<file path="config.mk">
export PLATFORM = sky130hd
export DESIGN_NAME = rsu_boot_sequencer_flat
export DESIGN_NICKNAME = d
export VERILOG_FILES = /design/src/rtl/rsu_boot_sequencer_if.sv /design/src/rtl/rsu_boot_sequencer.sv /design/src/flat_wrapper.sv
export SDC_FILE = /design/constraint.sdc
export NUM_CORES = 1
export LEC_CHECK = 0
export CORE_MARGIN = 2
export CORE_UTILIZATION = 47
export DETAILED_ROUTE_END_ITERATION = 7
export GPL_TIMING_DRIVEN = 0
export PLACE_DENSITY = 0.85
export SLEW_MARGIN = 25
export SYNTH_ARGS = -nofsm -noshare
export SYNTH_HDL_FRONTEND = slang
export SYNTH_SLANG_ARGS = --single-unit
</file>
<file path="constraint.sdc">
create_clock -name clk -period 6.2 [get_ports clk]
set_input_delay 1.24 -clock clk [delete_from_list [all_inputs] [get_ports clk]]
set_output_delay 1.24 -clock clk [all_outputs]
set_load 0.03 [all_outputs]
</file>
<file path="src/rtl/rsu_boot_sequencer_if.sv">
// Command/response channel between the CPU IO register block and the RSU boot sequencer.
//
// Signals
//   cmd_valid / cmd_ready     handshake; a command transfers when both are high
//   cmd_op     [1:0]          0 = read param, 1 = write param, 2 = boot, 3 = reserved
//   cmd_param  [2:0]          RSU parameter index (read/write only)
//   cmd_src    [1:0]          RSU read_source (read only)
//   cmd_data   [31:0]         write data; boot uses [29:0] as page address, [31:30] as wdt select
//   rsp_valid                 one-cycle pulse when a command finishes
//   rsp_err                   qualifies rsp_valid: timeout or reserved op
//   rsp_data   [31:0]         last read result, held until the next response
//
// Modports
//   master  CPU/IO side (drives commands, receives responses)
//   slave   sequencer side
interface rsu_boot_sequencer_if;
  logic        cmd_valid;
  logic        cmd_ready;
  logic [1:0]  cmd_op;
  logic [2:0]  cmd_param;
  logic [1:0]  cmd_src;
  logic [31:0] cmd_data;
  logic        rsp_valid;
  logic        rsp_err;
  logic [31:0] rsp_data;

  modport master (
    output cmd_valid, cmd_op, cmd_param, cmd_src, cmd_data,
    input  cmd_ready, rsp_valid, rsp_err, rsp_data
  );

  modport slave (
    input  cmd_valid, cmd_op, cmd_param, cmd_src, cmd_data,
    output cmd_ready, rsp_valid, rsp_err, rsp_data
  );
endinterface

</file>
<file path="src/rtl/rsu_boot_sequencer.sv">
// Sequencer and single-owner front end for the remote-system-update (RSU) IP core.
// Takes one command at a time (read param, write param, boot image), generates the
// RSU IP strobes, waits for RSU busy to drop with a timeout and returns a response.
//
// Ports
//   clk, rst_n      clock, asynchronous active-low reset
//   clk_en          clock enable; all state advances only when high
//   cmd             command/response channel (rsu_boot_sequencer_if.slave)
//   rsu_param       to IP param
//   rsu_src         to IP read_source
//   rsu_mosi        to IP data_in
//   rsu_rd          to IP read_param (one-cycle pulse)
//   rsu_wr          to IP write_param (one-cycle pulse)
//   rsu_reconfig    to IP reconfig (sticky until reset)
//   rsu_timer       to IP reset_timer
//   rsu_busy        from IP busy
//   rsu_miso        from IP data_out
//
// Build option
//   RSU_WDT_EN      when defined, boot also programs the watchdog value/enable params and
//                   rsu_timer kicks every CWdtKickDiv enabled cycles; otherwise the boot
//                   goes page write -> reconfig and rsu_timer is tied low.
module rsu_boot_sequencer #(
  parameter logic [2:0]  CPageParam   = 3'h4,
  parameter logic [2:0]  CWdtValParam = 3'h2,
  parameter logic [2:0]  CWdtEnParam  = 3'h3,
  parameter int unsigned CBusyTmo     = 1024,
  parameter int unsigned CWdtKickDiv  = 128
) (
  input  logic        clk,
  input  logic        rst_n,
  input  logic        clk_en,
  rsu_boot_sequencer_if.slave cmd,
  output logic [2:0]  rsu_param,
  output logic [1:0]  rsu_src,
  output logic [31:0] rsu_mosi,
  output logic        rsu_rd,
  output logic        rsu_wr,
  output logic        rsu_reconfig,
  output logic        rsu_timer,
  input  logic        rsu_busy,
  input  logic [31:0] rsu_miso
);

  localparam int unsigned CntW = $clog2(CBusyTmo + 1);

  localparam logic [1:0] OpRd   = 2'd0;
  localparam logic [1:0] OpBoot = 2'd2;

  typedef enum logic [6:0] {
    StIdle     = 7'b0000001,
    StLoad     = 7'b0000010,
    StStrobe   = 7'b0000100,
    StGuard    = 7'b0001000,
    StWait     = 7'b0010000,
    StReconfig = 7'b0100000,
    StResp     = 7'b1000000
  } state_e;

  state_e          state_q, state_d;
  logic [1:0]      op_q, op_d;
  logic [2:0]      param_q, param_d;
  logic [1:0]      src_q, src_d;
  logic [31:0]     mosi_q, mosi_d;
  logic [31:0]     rdata_q, rdata_d;
  logic [CntW-1:0] cnt_q, cnt_d;
  logic            guard_q, guard_d;
  logic            err_q, err_d;
  logic            init_q;
`ifdef RSU_WDT_EN
  logic [1:0]      step_q, step_d;
  logic            wdt_long_q, wdt_long_d;
`endif

  always_comb begin
    state_d = state_q;
    op_d    = op_q;
    param_d = param_q;
    src_d   = src_q;
    mosi_d  = mosi_q;
    rdata_d = rdata_q;
    cnt_d   = cnt_q;
    guard_d = guard_q;
    err_d   = err_q;
`ifdef RSU_WDT_EN
    step_d     = step_q;
    wdt_long_d = wdt_long_q;
`endif
    rsu_rd  = 1'b0;
    rsu_wr  = 1'b0;
    // Gated by clk_en so that a visible handshake always means the command was taken.
    cmd.cmd_ready = init_q && clk_en && (state_q == StIdle);

    unique case (state_q)
      StIdle: begin
        if (cmd.cmd_valid && cmd.cmd_ready) begin
          op_d  = cmd.cmd_op;
          err_d = 1'b0;
          if (cmd.cmd_op == 2'd3) begin
            err_d   = 1'b1;
            state_d = StResp;
          end else if (cmd.cmd_op == OpBoot) begin
            param_d = CPageParam;
            src_d   = 2'b00;
            mosi_d  = {2'b00, cmd.cmd_data[29:0]};
`ifdef RSU_WDT_EN
            step_d     = 2'd0;
            wdt_long_d = |cmd.cmd_data[31:30];
`endif
            state_d = StLoad;
          end else begin
            param_d = cmd.cmd_param;
            src_d   = cmd.cmd_src;
            mosi_d  = cmd.cmd_data;
            state_d = StLoad;
          end
        end
      end
      StLoad: state_d = StStrobe;
      StStrobe: begin
        rsu_rd  = (op_q == OpRd);
        rsu_wr  = (op_q != OpRd);
        cnt_d   = '0;
        guard_d = 1'b0;
        state_d = StGuard;
      end
      StGuard: begin
        // IP raises busy a couple of cycles late; ignore it here.
        cnt_d   = cnt_q + 1'b1;
        guard_d = 1'b1;
        if (guard_q) state_d = StWait;
      end
      StWait: begin
        cnt_d = cnt_q + 1'b1;
        if (!rsu_busy) begin
          if (op_q == OpRd) rdata_d = rsu_miso;
          if (op_q == OpBoot) begin
`ifdef RSU_WDT_EN
            unique case (step_q)
              2'd0: begin
                param_d = CWdtValParam;
                mosi_d  = wdt_long_q ? {20'hFFFFF, 12'h000} : 32'h0;
                step_d  = 2'd1;
                state_d = StLoad;
              end
              2'd1: begin
                param_d = CWdtEnParam;
                mosi_d  = 32'h1;
                step_d  = 2'd2;
                state_d = StLoad;
              end
              default: state_d = StReconfig;
            endcase
`else
            state_d = StReconfig;
`endif
          end else begin
            state_d = StResp;
          end
        end else if (cnt_q == CntW'(CBusyTmo - 1)) begin
          // Timeout aborts any boot step without touching reconfig.
          err_d   = 1'b1;
          state_d = StResp;
        end
      end
      // Device is reloading; only reset leaves this state.
      StReconfig: state_d = StReconfig;
      StResp:     state_d = StIdle;
      default:    state_d = StIdle;
    endcase
  end

  always_ff @(posedge clk or negedge rst_n) begin
    if (!rst_n) begin
      state_q <= StIdle;
      op_q    <= 2'b00;
      param_q <= 3'b000;
      src_q   <= 2'b00;
      mosi_q  <= 32'h0;
      rdata_q <= 32'h0;
      cnt_q   <= '0;
      guard_q <= 1'b0;
      err_q   <= 1'b0;
      init_q  <= 1'b0;
    end else if (clk_en) begin
      state_q <= state_d;
      op_q    <= op_d;
      param_q <= param_d;
      src_q   <= src_d;
      mosi_q  <= mosi_d;
      rdata_q <= rdata_d;
      cnt_q   <= cnt_d;
      guard_q <= guard_d;
      err_q   <= err_d;
      init_q  <= 1'b1;
    end
  end

`ifdef RSU_WDT_EN
  localparam int unsigned KickW = (CWdtKickDiv > 1) ? $clog2(CWdtKickDiv) : 1;

  logic [KickW-1:0] kick_q;
  logic             timer_q;

  always_ff @(posedge clk or negedge rst_n) begin
    if (!rst_n) begin
      step_q     <= 2'd0;
      wdt_long_q <= 1'b0;
      kick_q     <= '0;
      timer_q    <= 1'b0;
    end else if (clk_en) begin
      step_q     <= step_d;
      wdt_long_q <= wdt_long_d;
      kick_q     <= kick_q + 1'b1;
      timer_q    <= (kick_q == KickW'(CWdtKickDiv - 1)) && (state_d != StReconfig);
    end
  end

  assign rsu_timer = timer_q;
`else
  assign rsu_timer = 1'b0;
`endif

  assign rsu_param     = param_q;
  assign rsu_src       = src_q;
  assign rsu_mosi      = mosi_q;
  assign rsu_reconfig  = (state_q == StReconfig);
  assign cmd.rsp_valid = (state_q == StResp);
  assign cmd.rsp_err   = (state_q == StResp) && err_q;
  assign cmd.rsp_data  = rdata_q;

endmodule

</file>
<file path="src/flat_wrapper.sv">
// flat-port wrapper written by rule: the top's interface ports become plain ports
module rsu_boot_sequencer_flat 
#(
  parameter logic [2:0]  CPageParam   = 3'h4,
  parameter logic [2:0]  CWdtValParam = 3'h2,
  parameter logic [2:0]  CWdtEnParam  = 3'h3,
  parameter int unsigned CBusyTmo     = 1024,
  parameter int unsigned CWdtKickDiv  = 128
)
  (clk, rst_n, clk_en, rsu_param, rsu_src, rsu_mosi, rsu_rd, rsu_wr, rsu_reconfig, rsu_timer, rsu_busy, rsu_miso, cmd_cmd_valid, cmd_cmd_op, cmd_cmd_param, cmd_cmd_src, cmd_cmd_data, cmd_cmd_ready, cmd_rsp_valid, cmd_rsp_err, cmd_rsp_data);
  rsu_boot_sequencer_if cmd_i ();
  input  logic clk;
  input  logic rst_n;
  input  logic clk_en;
  output logic [2:0] rsu_param;
  output logic [1:0] rsu_src;
  output logic [31:0] rsu_mosi;
  output logic rsu_rd;
  output logic rsu_wr;
  output logic rsu_reconfig;
  output logic rsu_timer;
  input  logic rsu_busy;
  input  logic [31:0] rsu_miso;
  input wire logic [$bits(cmd_i.cmd_valid)-1:0] cmd_cmd_valid;
  input wire logic [$bits(cmd_i.cmd_op)-1:0] cmd_cmd_op;
  input wire logic [$bits(cmd_i.cmd_param)-1:0] cmd_cmd_param;
  input wire logic [$bits(cmd_i.cmd_src)-1:0] cmd_cmd_src;
  input wire logic [$bits(cmd_i.cmd_data)-1:0] cmd_cmd_data;
  output wire logic [$bits(cmd_i.cmd_ready)-1:0] cmd_cmd_ready;
  output wire logic [$bits(cmd_i.rsp_valid)-1:0] cmd_rsp_valid;
  output wire logic [$bits(cmd_i.rsp_err)-1:0] cmd_rsp_err;
  output wire logic [$bits(cmd_i.rsp_data)-1:0] cmd_rsp_data;
  assign cmd_i.cmd_valid = cmd_cmd_valid;
  assign cmd_i.cmd_op = cmd_cmd_op;
  assign cmd_i.cmd_param = cmd_cmd_param;
  assign cmd_i.cmd_src = cmd_cmd_src;
  assign cmd_i.cmd_data = cmd_cmd_data;
  assign cmd_cmd_ready = cmd_i.cmd_ready;
  assign cmd_rsp_valid = cmd_i.rsp_valid;
  assign cmd_rsp_err = cmd_i.rsp_err;
  assign cmd_rsp_data = cmd_i.rsp_data;
  rsu_boot_sequencer #(.CPageParam(CPageParam), .CWdtValParam(CWdtValParam), .CWdtEnParam(CWdtEnParam), .CBusyTmo(CBusyTmo), .CWdtKickDiv(CWdtKickDiv)) u_core (.clk(clk), .rst_n(rst_n), .clk_en(clk_en), .cmd(cmd_i), .rsu_param(rsu_param), .rsu_src(rsu_src), .rsu_mosi(rsu_mosi), .rsu_rd(rsu_rd), .rsu_wr(rsu_wr), .rsu_reconfig(rsu_reconfig), .rsu_timer(rsu_timer), .rsu_busy(rsu_busy), .rsu_miso(rsu_miso));
endmodule
</file>
## Yosys cells after proc, flatten, opt, wreduce, memory -nomap -nowiden

Cells that the tools add are included.

- Bits in registers: 92
- Input port bits: 76
- Output and inout bits: 76
- Logic and storage cells: 65

- Add/subtract/negate cells: 1
- Equality and inequality tests: 16
- Mux-type cells: 19
- Bitwise gates (word level): 2
- Reductions and logical operators: 17

Operators with widths:

| cell | number |
|---|---|
| $mux W7 | 6 |
| $pmux W7 S6 | 1 |
| $mux W32 | 1 |
| $pmux W11 S2 | 1 |
| $reduce_and A4 Y1 | 3 |
| $add A11 B1 Y11 const B | 1 |
| $eq A11 B10 Y1 const B | 1 |
| $reduce_bool A2 Y1 | 4 |
| $eq A7 B1 Y1 const B | 1 |
| $eq A7 B2 Y1 const B | 1 |
| $eq A7 B3 Y1 const B | 1 |
| $eq A7 B4 Y1 const B | 1 |
| $eq A7 B5 Y1 const B | 1 |
| $eq A7 B6 Y1 const B | 1 |
| $eq A7 B7 Y1 const B | 1 |
| $eq A2 B2 Y1 const B | 3 |
| $mux W1 | 6 |
| $reduce_and A5 Y1 | 1 |
| $logic_and A1 B1 Y1 | 4 |
| $ne A2 B1 Y1 const B | 2 |
| $ne A2 B2 Y1 const B | 2 |
| $pmux W1 S2 | 2 |
| $reduce_and A2 Y1 | 2 |
| $mux W3 | 1 |
| other kinds (6) | 7 |

## Depth between registers and ports, before layout

- Word-level depth: 5
- Gate-level depth with buffers: 8
- Depth with buffers taken out: 6

## Worst setup path before layout

No wires, ideal clock.

- Kind: flip-flop to output port
- Start point: register u_core.state_q[5]
- End point: output cmd_rsp_err
- Arrival time: 2.544 ns
- Path slack: 2.416 ns
- Cell stages (with the launch flop): 5
- Path buffers: 1
- Cells stage by stage: dfrtp_1 > buf_6 > or4_4 > nor4b_1 > and2_1

- Word-level cells in the longest chain between the ends: 2

Ends and longest elaborated chain:

| what | RTL line | text |
|---|---|---|
| start: declaration | rsu_boot_sequencer.sv:60 | `state_e state_q, state_d;` |
| start signal: assignment | rsu_boot_sequencer.sv:175 | `state_q <= StIdle;` |
| start signal: assignment | rsu_boot_sequencer.sv:186 | `state_q <= state_d;` |
| $eq A7 B7 Y1 | -- |  |
| net cmd_rsp_valid | flat_wrapper.sv:30 | `output wire logic [$bits(cmd_i.rsp_valid)-1:0] cmd_rsp_valid;` |
| $logic_and A1 B1 Y1 | rsu_boot_sequencer.sv:229 | `assign cmd.rsp_err = (state_q == StResp) && err_q;` |
| end: declaration | flat_wrapper.sv:31 | `output wire logic [$bits(cmd_i.rsp_err)-1:0] cmd_rsp_err;` |

The timed path passes the listed nets, and every way through them passes these cells.

## Worst setup path after layout

- Start point: register u_core.state_q[5]
- End point: output cmd_cmd_ready

- Word-level cells in the longest chain between the ends: 2

Ends and longest elaborated chain:

| what | RTL line | text |
|---|---|---|
| $eq A7 B1 Y1 | rsu_boot_sequencer.sv:92 | `cmd.cmd_ready = init_q && clk_en && (state_q == StIdle);` |
| $logic_and A1 B1 Y1 | rsu_boot_sequencer.sv:92 |  |
| end: declaration | flat_wrapper.sv:29 | `output wire logic [$bits(cmd_i.cmd_ready)-1:0] cmd_cmd_ready;` |

Every way passes these cells.

==> flow_summary.json <==
{
  "vias": 2996,
  "final_nets": 548,
  "rsz0062_at_grt": "no",
  "synth_edf_count": 0,
  "rows": 33,
  "start_util_pct": 48.55,
  "yosysTopAreaCell": "dfrtp_1",
  "grt_usage_pct": 20.40,
  "period_needed_ns": 3.943,
  "grt_antenna_before_repair": 0,
  "place_congestion": 0.8797,
  "worst_pin_slew_ns": 0.8417,
  "cp_max_fo": 9,
  "dp_hpwl_mm": 7.046,
  "clk_latency_ns": 0.35,
  "cts-root-buf": "clkbuf_8",
  "grt_max_degree": 56,
  "r2r_setup_slack_ns": 3.96,
  "peakVddDrop_uv": 333.1,
  "chipHeight_um": 96.13,
  "worstSetupEndpointType": "primary output",
  "drv_slew": 0,
  "final_antenna_net_count": 0,
  "path_cells": "buf_6 > or4_4 > or4_4 > nor2b_4 > clkdlybuf4s50_1",
  "setup_violations": 0,
  "yosysUniqueCellTypes": 51,
  "r2r-end": "u_core.rsu_mosi[7]",
  "met2_usage_pct": 36.05,
  "holdPathStages": 1,
  "clockBufferDepth": 2,
  "finalCritPeriodShare_pct": 63.59,
  "crit_arrival_ns": 2.70,
  "cts_tree": "yes",
  "synth_area_per_cell_um2": 12.91,
  "hold_path.startpoint": "u_core.cnt_q[10]",
  "p_total_uw": 2302,
  "yosysWarnings": 0,
  "ios": 152,
  "drt-total-wl_mm": 9.143,
  "powerDensity_nw_per_um2": 392.1,
  "crit_path_frequent_cell": "or4_4",
  "placeableCoreArea_um2": 8217,
  "grt_pass1_vias": 3067,
  "use_met3_pct": 4.777,
  "final-hold-violation-count": 0,
  "post_cts_buffers": 0,
  "n_antenna_cell": 0,
  "synth_cells": 309,
  "worst-setup-path-type": "flop to primary output",
  "drt-pass1-iter-count": 4,
  "grt.busiest_layer": "met2",
  "viasPerCell": 5.166,
  "numPortBuffers": 150,
  "hold_class": "flop to flop",
  "critical-path-max-stage-delay_ns": 0.67,
  "syn_nets": 386,
  "drt_iter0_markers": 78,
  "ctsHoldBuffers": 0,
  "cts.sinks": 92,
  "ys_seq_area_share_pct": 57.75,
  "drv_cap": 0,
  "area_growth_pct": 47.21,
  "grtUsageMet1_pct": 24.37,
  "crit_cells": 5,
  "htree_levels": 3,
  "rr_worst_depth": 6,
  "yosysMostFrequentCell": "dfrtp_1",
  "grt_pass1_wl_mm": 14.54,
  "ys.flop_type": "dfrtp_1",
  "run_status": "finished clean",
  "die_area_um2": 9240,
  "routedWlPerCell_um": 15.76,
  "p_leak_uw": 0.002645,
  "synth_top_area_share_pct": 57.09,
  "fin_skew_ns": 0.01167,
  "drc": 0,
  "die_x_um": 96.13,
  "cts_buffers": 9,
  "critical_path_required_ns": 4.96,
  "synthArstFlopShare_pct": 100.0,
  "hold-path-endpoint": "u_core.cnt_q[10]",
  "fmax_mhz": 253.6,
  "ctsResizeCount": 0,
  "crit_family": "simple AND/OR/NAND/NOR gates",
  "relSlewSlack_pct": 43.77,
  "ys_top_cells_by_count": "91 x dfrtp_1, 62 x mux2_1, 23 x nand2_1, 16 x nor2_1",
  "n_fill_cell": 570,
  "slowest_stage": "clkdlybuf4s50_1",
  "start_kind": "flop",
  "setup_tns_ns": 0,
  "mappedNetlistArea_um2": 3989,
  "grt_overflow": 0,
  "final_layout_size_suffix_gt1_share_pct": 10.53,
  "cp_num_buf_inv": 2,
  "r2r_start": "u_core.state_q[0]",
  "clk_pin_slew_worst_paths_ns": 0.09,
  "ys_ff_latch": 92,
  "netlist_top_cells_area": "dfrtp_1 57%, mux2_1 18%, nand2_1 2.2%, nor2_1 1.5%, buf_6 1.4%"
}
[metrics by stage]
stage | area [um^2] | util (%) | hold slack (ns) | setup WS [ns] | instances
floorplan | 3989 | - | 0.4456 | 2.416 | 309
global placement | 5622 | 68.42 | 0.4665 | 0.5568 | 564
detailed placement | 5650 | 68.77 | 0.4737 | 2.260 | 565
CTS | 5872 | 71.46 | 0.4870 | 2.237 | 580
global route | 5872 | 71.46 | 0.5043 | 2.186 | 580
finish | 5872 | 71.46 | 0.4842 | 2.257 | 580
[routing by layer]
layer	vias up	wire, um
li1	1409	-
met1	1460	3798
met2	115	4516
met3	12	717
met4	0	110
met5	-	0
[cell usage in the layout, fill, tap and decap left out, types with 3 or more instances in the layout]
master,netlist,final
clkbuf_1,3,3
mux2_1,62,62
nor2_1,16,16
xnor2_1,3,3
xor2_1,5,5
nor3_1,7,7
buf_6,5,6
mux2_2,5,5
clkdlybuf4s50_1,0,149
clkbuf_8,0,10
o21ai_0,7,7
buf_2,5,5
nand2_1,23,23
nand3_1,6,6
a21oi_1,3,3
a21oi_2,3,3
mux2i_1,3,3
inv_1,7,7
o21ai_1,7,7
dfrtp_1,91,91
nand4_1,7,7
[worst register-to-register path, delay by kind of cell (launching register included)]
family	cells	cell delay (ns)
muxes	1	0.32
DFF	1	0.62
and+or+nand+nor	2	0.54
AOI/OAI and AO/OA	1	0.25
buffers and inverters	2	0.38
[where the power goes]
| part | leakage (uW) | switching, uW | internal (uW) |
|---|---|---|---|
| logic | 0.00134 | 543 | 448 |
| registers | 0.00120 | 106 | 764 |
| clock network | 0.000105 | 205 | 237 |
| total | 0.00264 | 854 | 1450 |
[sequential cells by signal, indices dropped and copies added (netlist names)]
| register | flops |
|---|---|
| u_core.cmd.rsp_data | 32 |
| u_core.guard_q | 1 |
| u_core.rsu_param | 3 |
| u_core.init_q | 1 |
| u_core.op_q | 2 |
| u_core.rsu_mosi | 32 |
| u_core.rsu_src | 2 |
| u_core.err_q | 1 |
| u_core.state_q | 7 |
| u_core.cnt_q | 11 |
[worst max path at each step]
stage                 startpoint             endpoint  slack (ns)
6_report       u_core.state_q[5]        cmd_cmd_ready        2.26
5_1_grt        u_core.state_q[5]          cmd_rsp_err        2.19
4_1_cts        u_core.state_q[5]        cmd_cmd_ready        2.24
3_5_place_dp              clk_en        cmd_cmd_ready        2.26
3_3_place_gp               rst_n  u_core.rsu_mosi[10]        0.56
2_1_floorplan  u_core.state_q[5]          cmd_rsp_err        2.42
[area by class of cell]
cell class	instances	area, um^2	area share, %
Clock inverter	5	83.83	1.428
Multi-Input combinational cell	195	1551	26.42
Sequential cell	92	2303	39.23
Buffer	15	107.6	1.833
Clock buffer	10	137.6	2.344
Inverter	7	26.28	0.4475
Tap cell	105	131.4	2.237
Timing Repair Buffer	151	1530	26.06
[kinds of logic (layout without fill, tap and decap cells)]
family	count (synthesis)	in the layout	share of synthesized area [%]
AOI/OAI and AO/OA	26	26	3.921
xor gates and xnor gates	8	8	1.757
adders and majority gates	1	1	0.3136
buffers and inverters	22	188	3.356
DFF	92	92	57.75
muxes	70	70	19.67
other	1	1	0.09401
and+or+nand+nor	89	89	13.14
Note: power is estimated with default switching activity, not from simulation.
